## config.mk

```make
export PLATFORM = sky130hd
export DESIGN_NAME = cpu7_ifu_fdq
export DESIGN_NICKNAME = d
export VERILOG_FILES = /design/src/rtl/cpu7_ifu_fdq.sv
export SDC_FILE = /design/constraint.sdc
export NUM_CORES = 1
export LEC_CHECK = 0
export BUFFER_PORTS_ARGS = -buffer_cell sky130_fd_sc_hd__buf_2
export CORE_ASPECT_RATIO = 1.4
export CORE_MARGIN = 2
export CORE_UTILIZATION = 55
export CTS_CLUSTER_SIZE = 40
export DETAILED_ROUTE_END_ITERATION = 16
export PLACE_DENSITY = 0.84
export SYNTH_ARGS = -nofsm -noshare
export SYNTH_HDL_FRONTEND = slang
export SYNTH_SLANG_ARGS = --single-unit
```

## constraint.sdc

```tcl
create_clock -name clk -period 3.2 [get_ports clk]
set_input_delay 0.32 -clock clk [delete_from_list [all_inputs] [get_ports clk]]
set_output_delay 0.32 -clock clk [all_outputs]
set_load 0.02 [all_outputs]
```

## src/rtl/cpu7_ifu_fdq.sv

```systemverilog
// cpu7_ifu_fdq: fetch-to-decode queue.
// Buffers fetch responses (pc, instruction, fetch exception) in a small circular
// buffer and presents the oldest entry show-ahead to IFU decode. A taken branch
// resolved in E flushes every buffered entry. The response offered in the same
// cycle as the flush is also dropped.
module cpu7_ifu_fdq #(
    parameter int GRLEN = 32,
    parameter int DEPTH = 4,
    parameter int PTR_W = 2
) (
    input  logic             clk,
    input  logic             reset,
    input  logic             inst_valid,
    input  logic [GRLEN-1:0] inst_pc,
    input  logic [31:0]      inst_rdata,
    input  logic             inst_exception,
    input  logic [5:0]       inst_exccode,
    output logic             fdq_inst_ready,
    input  logic             exu_ifu_stall_req,
    input  logic             exu_ifu_br_taken_e,
    output logic             fdq_dec_valid_d,
    output logic [GRLEN-1:0] fdq_dec_pc_d,
    output logic [31:0]      fdq_dec_inst_d,
    output logic             fdq_dec_exception_d,
    output logic [5:0]       fdq_dec_exccode_d,
    output logic [PTR_W:0]   fdq_count
);

    localparam logic [PTR_W:0]   COUNT_FULL = (PTR_W + 1)'(DEPTH);
    localparam logic [PTR_W:0]   COUNT_ONE  = (PTR_W + 1)'(1);
    localparam logic [PTR_W-1:0] PTR_ONE    = PTR_W'(1);

    // One queue entry: everything decode needs about a fetched instruction.
    typedef struct packed {
        logic [GRLEN-1:0] pc;
        logic [31:0]      inst;
        logic             exception;
        logic [5:0]       exccode;
    } entry_t;

    entry_t           entry_mem [DEPTH];
    logic [PTR_W-1:0] wr_ptr_reg;
    logic [PTR_W-1:0] rd_ptr_reg;
    logic [PTR_W:0]   count_reg;
    logic             push;
    logic             pop;
    logic             flush;
    entry_t           head;

    // Handshake decode. Ready depends only on the registered count, so a full queue
    // refuses a new response even in a cycle where decode pops an entry.
    always_comb begin
        flush           = exu_ifu_br_taken_e;
        fdq_inst_ready  = (count_reg != COUNT_FULL);
        fdq_dec_valid_d = (count_reg != '0);
        push            = inst_valid & fdq_inst_ready & ~flush;
        pop             = fdq_dec_valid_d & ~exu_ifu_stall_req & ~flush;
    end

    // Pointer and occupancy state. Reset beats flush, and flush beats push and pop.
    always_ff @(posedge clk) begin
        if (reset) begin
            wr_ptr_reg <= '0;
            rd_ptr_reg <= '0;
            count_reg  <= '0;
        end else if (flush) begin
            wr_ptr_reg <= '0;
            rd_ptr_reg <= '0;
            count_reg  <= '0;
        end else begin
            if (push) begin
                wr_ptr_reg <= wr_ptr_reg + PTR_ONE;
            end
            if (pop) begin
                rd_ptr_reg <= rd_ptr_reg + PTR_ONE;
            end
            case ({push, pop})
                2'b10:   count_reg <= count_reg + COUNT_ONE;
                2'b01:   count_reg <= count_reg - COUNT_ONE;
                default: count_reg <= count_reg;
            endcase
        end
    end

    // Payload storage has no reset. A stale entry is never presented, because the
    // valid signal is derived from the count.
    always_ff @(posedge clk) begin
        if (push) begin
            entry_mem[wr_ptr_reg] <= '{pc: inst_pc, inst: inst_rdata,
                                       exception: inst_exception, exccode: inst_exccode};
        end
    end

    // Show-ahead head: the entry under rd_ptr drives the decode outputs directly.
    always_comb begin
        head                = entry_mem[rd_ptr_reg];
        fdq_dec_pc_d        = head.pc;
        fdq_dec_inst_d      = head.inst;
        fdq_dec_exception_d = head.exception;
        fdq_dec_exccode_d   = head.exccode;
        fdq_count           = count_reg;
    end

endmodule

```

==> qor.txt, run 1 <==
clock sinks: 293
Hold Slack: 0.01726 ns
die area: 20750 um^2
Synth cell types: 28
Starting Density: 56.08%
Seq cells post-synth: 293
sequential area share after synthesis: 80.80%
global-route wire length before repair: 29570 um
Mapped Cells: 427
DRC: 0
largest net degree at the start of global routing: 47
Psw: 1456 uW
Post-synth ARST share: 0%
DR WL/cell: 21.95 um
minimum clock period: 2.674 ns
Worst Tran Pin Value: 0.6863 ns
gr busiest metal: met2
crit-path leading delay family: flip-flops
Port Buf Inserts: 151
final period utilization: 83.55%
vias in the first global route: 5418
CTS tree: done
LEAKAGE: 0.004212 uW
Reg power frac: 56.1%
clock share of power: 40.1%
VDD IR-drop max: 0.4164 mV
Ys Warns: 0
CTS Root Cell: clkbuf_16
Post-Route Skew: 0.009137 ns
layout cells sized above 1: 44.59%
Clock Latency Late Sink: 0.52 ns
top cell type by total area after synthesis: edfxtp_1
slowest stage delay, CP: 0.68 ns
area delta synth->final: 18.33%
Max Cap Violations: 0
Startpoint Class: flop
largest register by flop count: entry_mem
Largest register FFs: 284
met3 usage: 3.595%
reg2reg start: fdq_count[2]
grt met1 use: 23.22%
fmax: 374.0 MHz
Post-synth EDFFs: 284
relative slew slack: 54.25%
total grt overflow: 0
critical path, cell by cell: buf_4 -> mux4_2 -> buf_2
nets@finish: 683
Register Area: 8716 um^2
Worst Path Required: 2.88 ns
fillers: 1252
Synth top area share: 79.13%
global-route usage over all layers: 19.03%
sw frac: 19.09%
dominant synthesized flop cell: edfxtp_1
Cell Area, Synth: 10780 um^2
final hold vios: 0
Worst Path Buf+Inv: 2
Pint: 6172 uW
DR vias: 4892
site row count: 60
crit path max fanout: 25
GR Util met2: 33.53%
RSZ-0062 raised after global routing: no
Critical-path top delay cell: dfxtp_4
Post-Syn Nets: 509
CTS buffer count: 27
Hold Startpoint: inst_rdata[20]
Arr. time, crit path: 2.35 ns
Worst setup EP type: output pin
worst min path class: in2reg
Setup Crit Path Kind: reg2out
die height: 169.6 um
setup tns final: 0 ns
Worst-path clk slew: 0.06 ns
Setup violations, final: 0
vias per inst: 5.610
core region area: 19220 um^2
Longest Clk Path Bufs: 3
combinational share of power: 3.8%
Power, Total: 7629 uW
Mean Syn Cell Area: 25.24 um^2
Power Dens Cells: 598.2 nW/um^2
ranking of synthesized cells by area: edfxtp_1 (79%), mux4_2 (15%), dfxtp_1 (1.7%), buf_6 (0.94%), ha_1 (0.58%)
initial drt markers: 381
num ports: 152
dpl hpwl: 11820 um
placer congestion estimate: 0.7551
antenna viol nets, final: 0
Initial DRT Pass Iterations: 4
utilization after layout: 66.36%
Slew Limit Fails: 0
initial antenna violation count: 5
final wirelength: 19140 um
status: finished, final reports clean
DIE WIDTH: 122.3 um
area occupied by multi-input gates: 1922 um^2
H-tree depth: 1
-- area by class of cell --
type                       count  area share [%]
sequential                   293           68.34
multi-input combinational    111           15.07
timing repair buffer         162           7.240
clock buffer                  34           5.504
tap                          248           2.433
clock inverter                13           1.138
inverter                       6          0.1766
antenna                        5         0.09811
-- what timing repair did --
action	4_1_cts	5_1_grt
resized for setup	0	0
hold buffers	4	0
buffers inserted	0	0
endpoints found under the hold margin	14	0
-- synth_stat cells (3+ instances only) --
| cell type | n |
|---|---|
| edfxtp_1 | 284 |
| mux4_2 | 71 |
| buf_6 | 9 |
| dfxtp_1 | 9 |
| buf_2 | 7 |
| inv_1 | 6 |
| ha_1 | 5 |
| and3_2 | 4 |
| nand2_1 | 4 |
| nor2_1 | 3 |
| o21ai_0 | 3 |
-- cell usage in the layout, fill, tap and decap left out, types with 2 or more instances in the layout --
cell           instances
buf_12                 6
clkinv_1               6
xor2_1                 2
ha_1                   5
and2_4                 2
edfxtp_1             284
o21ai_0                3
diode_2                5
inv_1                  6
nand2_1                4
bufinv_16              3
nor3_1                 2
dfxtp_1                7
clkbuf_16             27
buf_2                151
clkbuf_1               7
mux4_2                71
and3_4                 4
dfxtp_4                2
nand4_1                2
dlygate4sd3_1          4
o21ai_2                2
nor2_1                 3
-- cell families (layout without fill, tap and decap cells) --
kind of cell | Yosys count | count (layout) | synth area share [%]
AND/OR/NAND/NOR | 24 | 24 | 1.416
other | 0 | 5 | 0
adder cells (fa/ha/maj) | 6 | 6 | 0.7662
buffers and inverters | 23 | 215 | 1.509
multiplexers | 72 | 72 | 14.93
XOR/XNOR | 2 | 2 | 0.1626
AO/OA/AOI/OAI | 7 | 7 | 0.4179
flip-flops | 293 | 293 | 80.80
-- power by group through the flow --
stage | sequential, uW | clock (uW) | combinational, uW
2_1_floorplan | 4360 | 0 | 141
3_3_place_gp | 4350 | 0 | 273
3_5_place_dp | 4360 | 0 | 288
4_1_cts | 4280 | 3130 | 293
5_1_grt | 4280 | 3290 | 313
6_report | 4280 | 3060 | 290
-- per-layer routing --
metal,vias up,wire (um)
met1,2527,7032
li1,2176,-
met4,0,596
met3,37,1153
met5,-,0
met2,152,10360
-- per-stage QoR --
| stage | setup slack, ns | instances | cell area, um^2 |
|---|---|---|---|
| floorplan | 0.6860 | 427 | 10780 |
| global placement | 0.7774 | 816 | 11850 |
| detailed placement | 0.6400 | 816 | 11850 |
| CTS | 0.4197 | 867 | 12740 |
| global route | 0.3421 | 869 | 12750 |
| finish | 0.5263 | 872 | 12750 |
-- worst paths after layout --
kind	endpoint	cells past startpoint	slack (ns)
worst max register to register	fdq_count[2]	9	0.63
worst min register to register	flop	2	0.49
worst max-delay path	fdq_dec_inst_d[25]	3	0.53
worst min-delay path	entry_mem[1][27]	1	0.02
(Power assumes the default switching activity.)
==> run 2, diff against run 1 <==
--- a/config.mk
+++ b/config.mk
@@ -8,10 +8,10 @@
 export BUFFER_PORTS_ARGS = -buffer_cell sky130_fd_sc_hd__buf_2
 export CORE_ASPECT_RATIO = 1.4
 export CORE_MARGIN = 2
-export CORE_UTILIZATION = 55
+export CORE_UTILIZATION = 51
 export CTS_CLUSTER_SIZE = 40
 export DETAILED_ROUTE_END_ITERATION = 16
-export PLACE_DENSITY = 0.84
+export PLACE_DENSITY = 0.82
 export SYNTH_ARGS = -nofsm -noshare
 export SYNTH_HDL_FRONTEND = slang
 export SYNTH_SLANG_ARGS = --single-unit
==> constraint.sdc (replaced) <==
create_clock -name clk -period 2.4 [get_ports clk]
set_input_delay 0.24 -clock clk [delete_from_list [all_inputs] [get_ports clk]]
set_output_delay 0.24 -clock clk [all_outputs]
set_load 0.02 [all_outputs]
==> run 2 against run 1 <==
Count of clock-buffer cells in the layout shrank 4. Non-clock buffer count rose by 80. Via count rose by 7.0%. Sequential power rose by 33%. Final cell count grew 9.4%. Highest routed layer unchanged.
==> qor.txt, run 2 (synthesized netlist as in run 1, its figures left out) <==
status: finished, final reports clean
CTS Root Cell: clkbuf_16
placed cell count: 834 (+2.2%)
Port Buf Inserts: 151 (unchanged)
gr busiest metal: met2
Max Cap Violations: 0 (unchanged)
Power Dens Cells: 766.9 nW/um^2 (+28%)
Arr. time, crit path: 2.03 ns (-0.32 ns)
minimum clock period: 2.268 ns
Clock Latency Late Sink: 0.51 ns (about the same)
Worst Path Buf+Inv: 2 (unchanged)
CTS tree: done
grt met1 use: 23.75% (+0.53 points)
fillers: 1312 (+4.8%)
fin cells: 954 (+9.4%)
Slew Limit Fails: 0 (unchanged)
die height: 176.0 um (+3.8%)
DIE WIDTH: 126.9 um (+3.7%)
vias per inst: 5.487 (-2.2%)
utilization after layout: 66.09% (-0.27 points)
Startpoint Class: flop
GR Util met2: 33.53% (about the same)
Largest register FFs: 284 (unchanged)
Worst setup EP type: output pin
Cell Area, Placed: 11990 um^2 (+1.2%)
Post-Route Skew: 0.01142 ns (+0.002281 ns)
commonest non-fill, non-tap cell in the layout: edfxtp_1
initial antenna violation count: 1 (-4)
DR WL/cell: 21.67 um (-1.3%)
largest register by flop count: entry_mem
Worst-path clk slew: 0.06 ns (about the same)
RSZ-0062 raised after global routing: no
H-tree depth: 1 (unchanged)
setup tns final: 0 ns (unchanged)
initial drt markers: 382 (+0.26%)
die area: 22330 um^2 (+7.6%)
Setup Crit Path Kind: reg2out
Setup violations, final: 0 (unchanged)
Register Area: 8727 um^2 (+0.13%)
dpl hpwl: 12410 um (+5.0%)
crit-path leading delay family: flip-flops
clock sinks: 293 (unchanged)
total grt overflow: 0 (unchanged)
commonest cells after routing, fill and taps aside: edfxtp_1 (284), buf_2 (151), dlygate4sd3_1 (73), mux4_2 (71), clkbuf_16 (27)
Worst Tran Pin Value: 0.5281 ns (-0.1582 ns)
post-route cell area: 13640 um^2 (+6.9%)
slowest stage delay, CP: 0.57 ns (-0.11 ns)
Hold Startpoint: exu_ifu_stall_req
Critical-path top delay cell: dfxtp_4
final period utilization: 94.51%
Longest Clk Path Bufs: 3 (unchanged)
DR vias: 5235 (+7.0%)
reg2reg start: fdq_count[0]
nets@finish: 762 (+12%)
DRC: 0 (unchanged)
placer congestion estimate: 0.7599 (+0.64%)
crit path max fanout: 47 (+88%)
met3 usage: 2.788% (-0.81 points)
core region area: 20630 um^2 (+7.4%)
vias in the first global route: 5684 (+4.9%)
Worst Path Required: 2.16 ns (-0.72 ns)
fmax: 440.9 MHz
worst min path class: in2reg
Initial DRT Pass Iterations: 6 (+2)
largest net degree at the start of global routing: 48 (+2.1%)
Starting Density: 52.23% (-3.8 points)
num ports: 152 (unchanged)
final hold vios: 0 (unchanged)
VDD IR-drop max: 0.6238 mV (+50%)
layout cells sized above 1: 42.90% (-1.7 points)
area delta synth->final: 26.53%
site row count: 62 (+3.3%)
critical path, cell by cell: buf_12 -> mux4_2 -> buf_2
area occupied by multi-input gates: 1943 um^2 (+1.1%)
CTS buffer count: 26 (-3.7%)
global-route usage over all layers: 18.58% (-0.45 points)
relative slew slack: 64.66% (+10 points)
LEAKAGE: 0.004594 uW (+9.1%)
global-route wire length before repair: 31620 um (+6.9%)
Hold Slack: 0.1729 ns (+0.1556 ns)
final wirelength: 20670 um (+8.0%)
antenna viol nets, final: 0 (unchanged)
-- run 2: final timing paths --
check | to | slack (ns) | depth (start not counted)
worst max-delay path | fdq_dec_inst_d[14] | 0.13 | 3
worst min register to register | wr_ptr_reg[1] | 0.52 | 2
worst max register to register | fdq_count[2] | 0.14 | 9
worst min-delay path | flop | 0.17 | 4
-- run 2: routing by layer --
layer,vias up,wire length [um]
met3,33,1033
met4,0,372
met5,-,0
met2,166,11310
met1,2711,7953
li1,2325,-
-- run 2: worst min-delay path, stage by stage --
cell and delay (ns):
buf_2 0.08, nor2_1 0.07, nand4b_1 0.13, o21ai_0 0.11
-- run 2: final cells by class --
type,instances,area share [%]
flip-flops and latches,293,64.00
multi-input cells,111,14.25
repair buffers,242,12.72
clock buffers,30,5.037
well taps,256,2.349
clock inverters,15,1.468
inverters,6,0.1652
diodes,1,0.01835
-- run 2: per-stage QoR --
| step | setup slack, ns | total power, uW |
|---|---|---|
| floorplan | 0.03207 | 5997 |
| global placement | 0.1537 | 6173 |
| detailed placement | 0.09101 | 6204 |
| CTS | 0.06976 | 10540 |
| global route | 0.02207 | 10800 |
| finish | 0.1319 | 10460 |
-- run 2: report_power, final --
part	switching [uW]	internal [uW]
Combinational	259	235
Clock	1690	2580
Sequential	19.5	5680
Total	1970	8490
-- run 2: timing repair --
action	CTS	global route
endpoints found under the setup margin	8	1
gates resized for setup	0	4
setup buffers	1	0
hold buffers	73	0
pin swaps	0	2
endpoints found under the hold margin	286	0
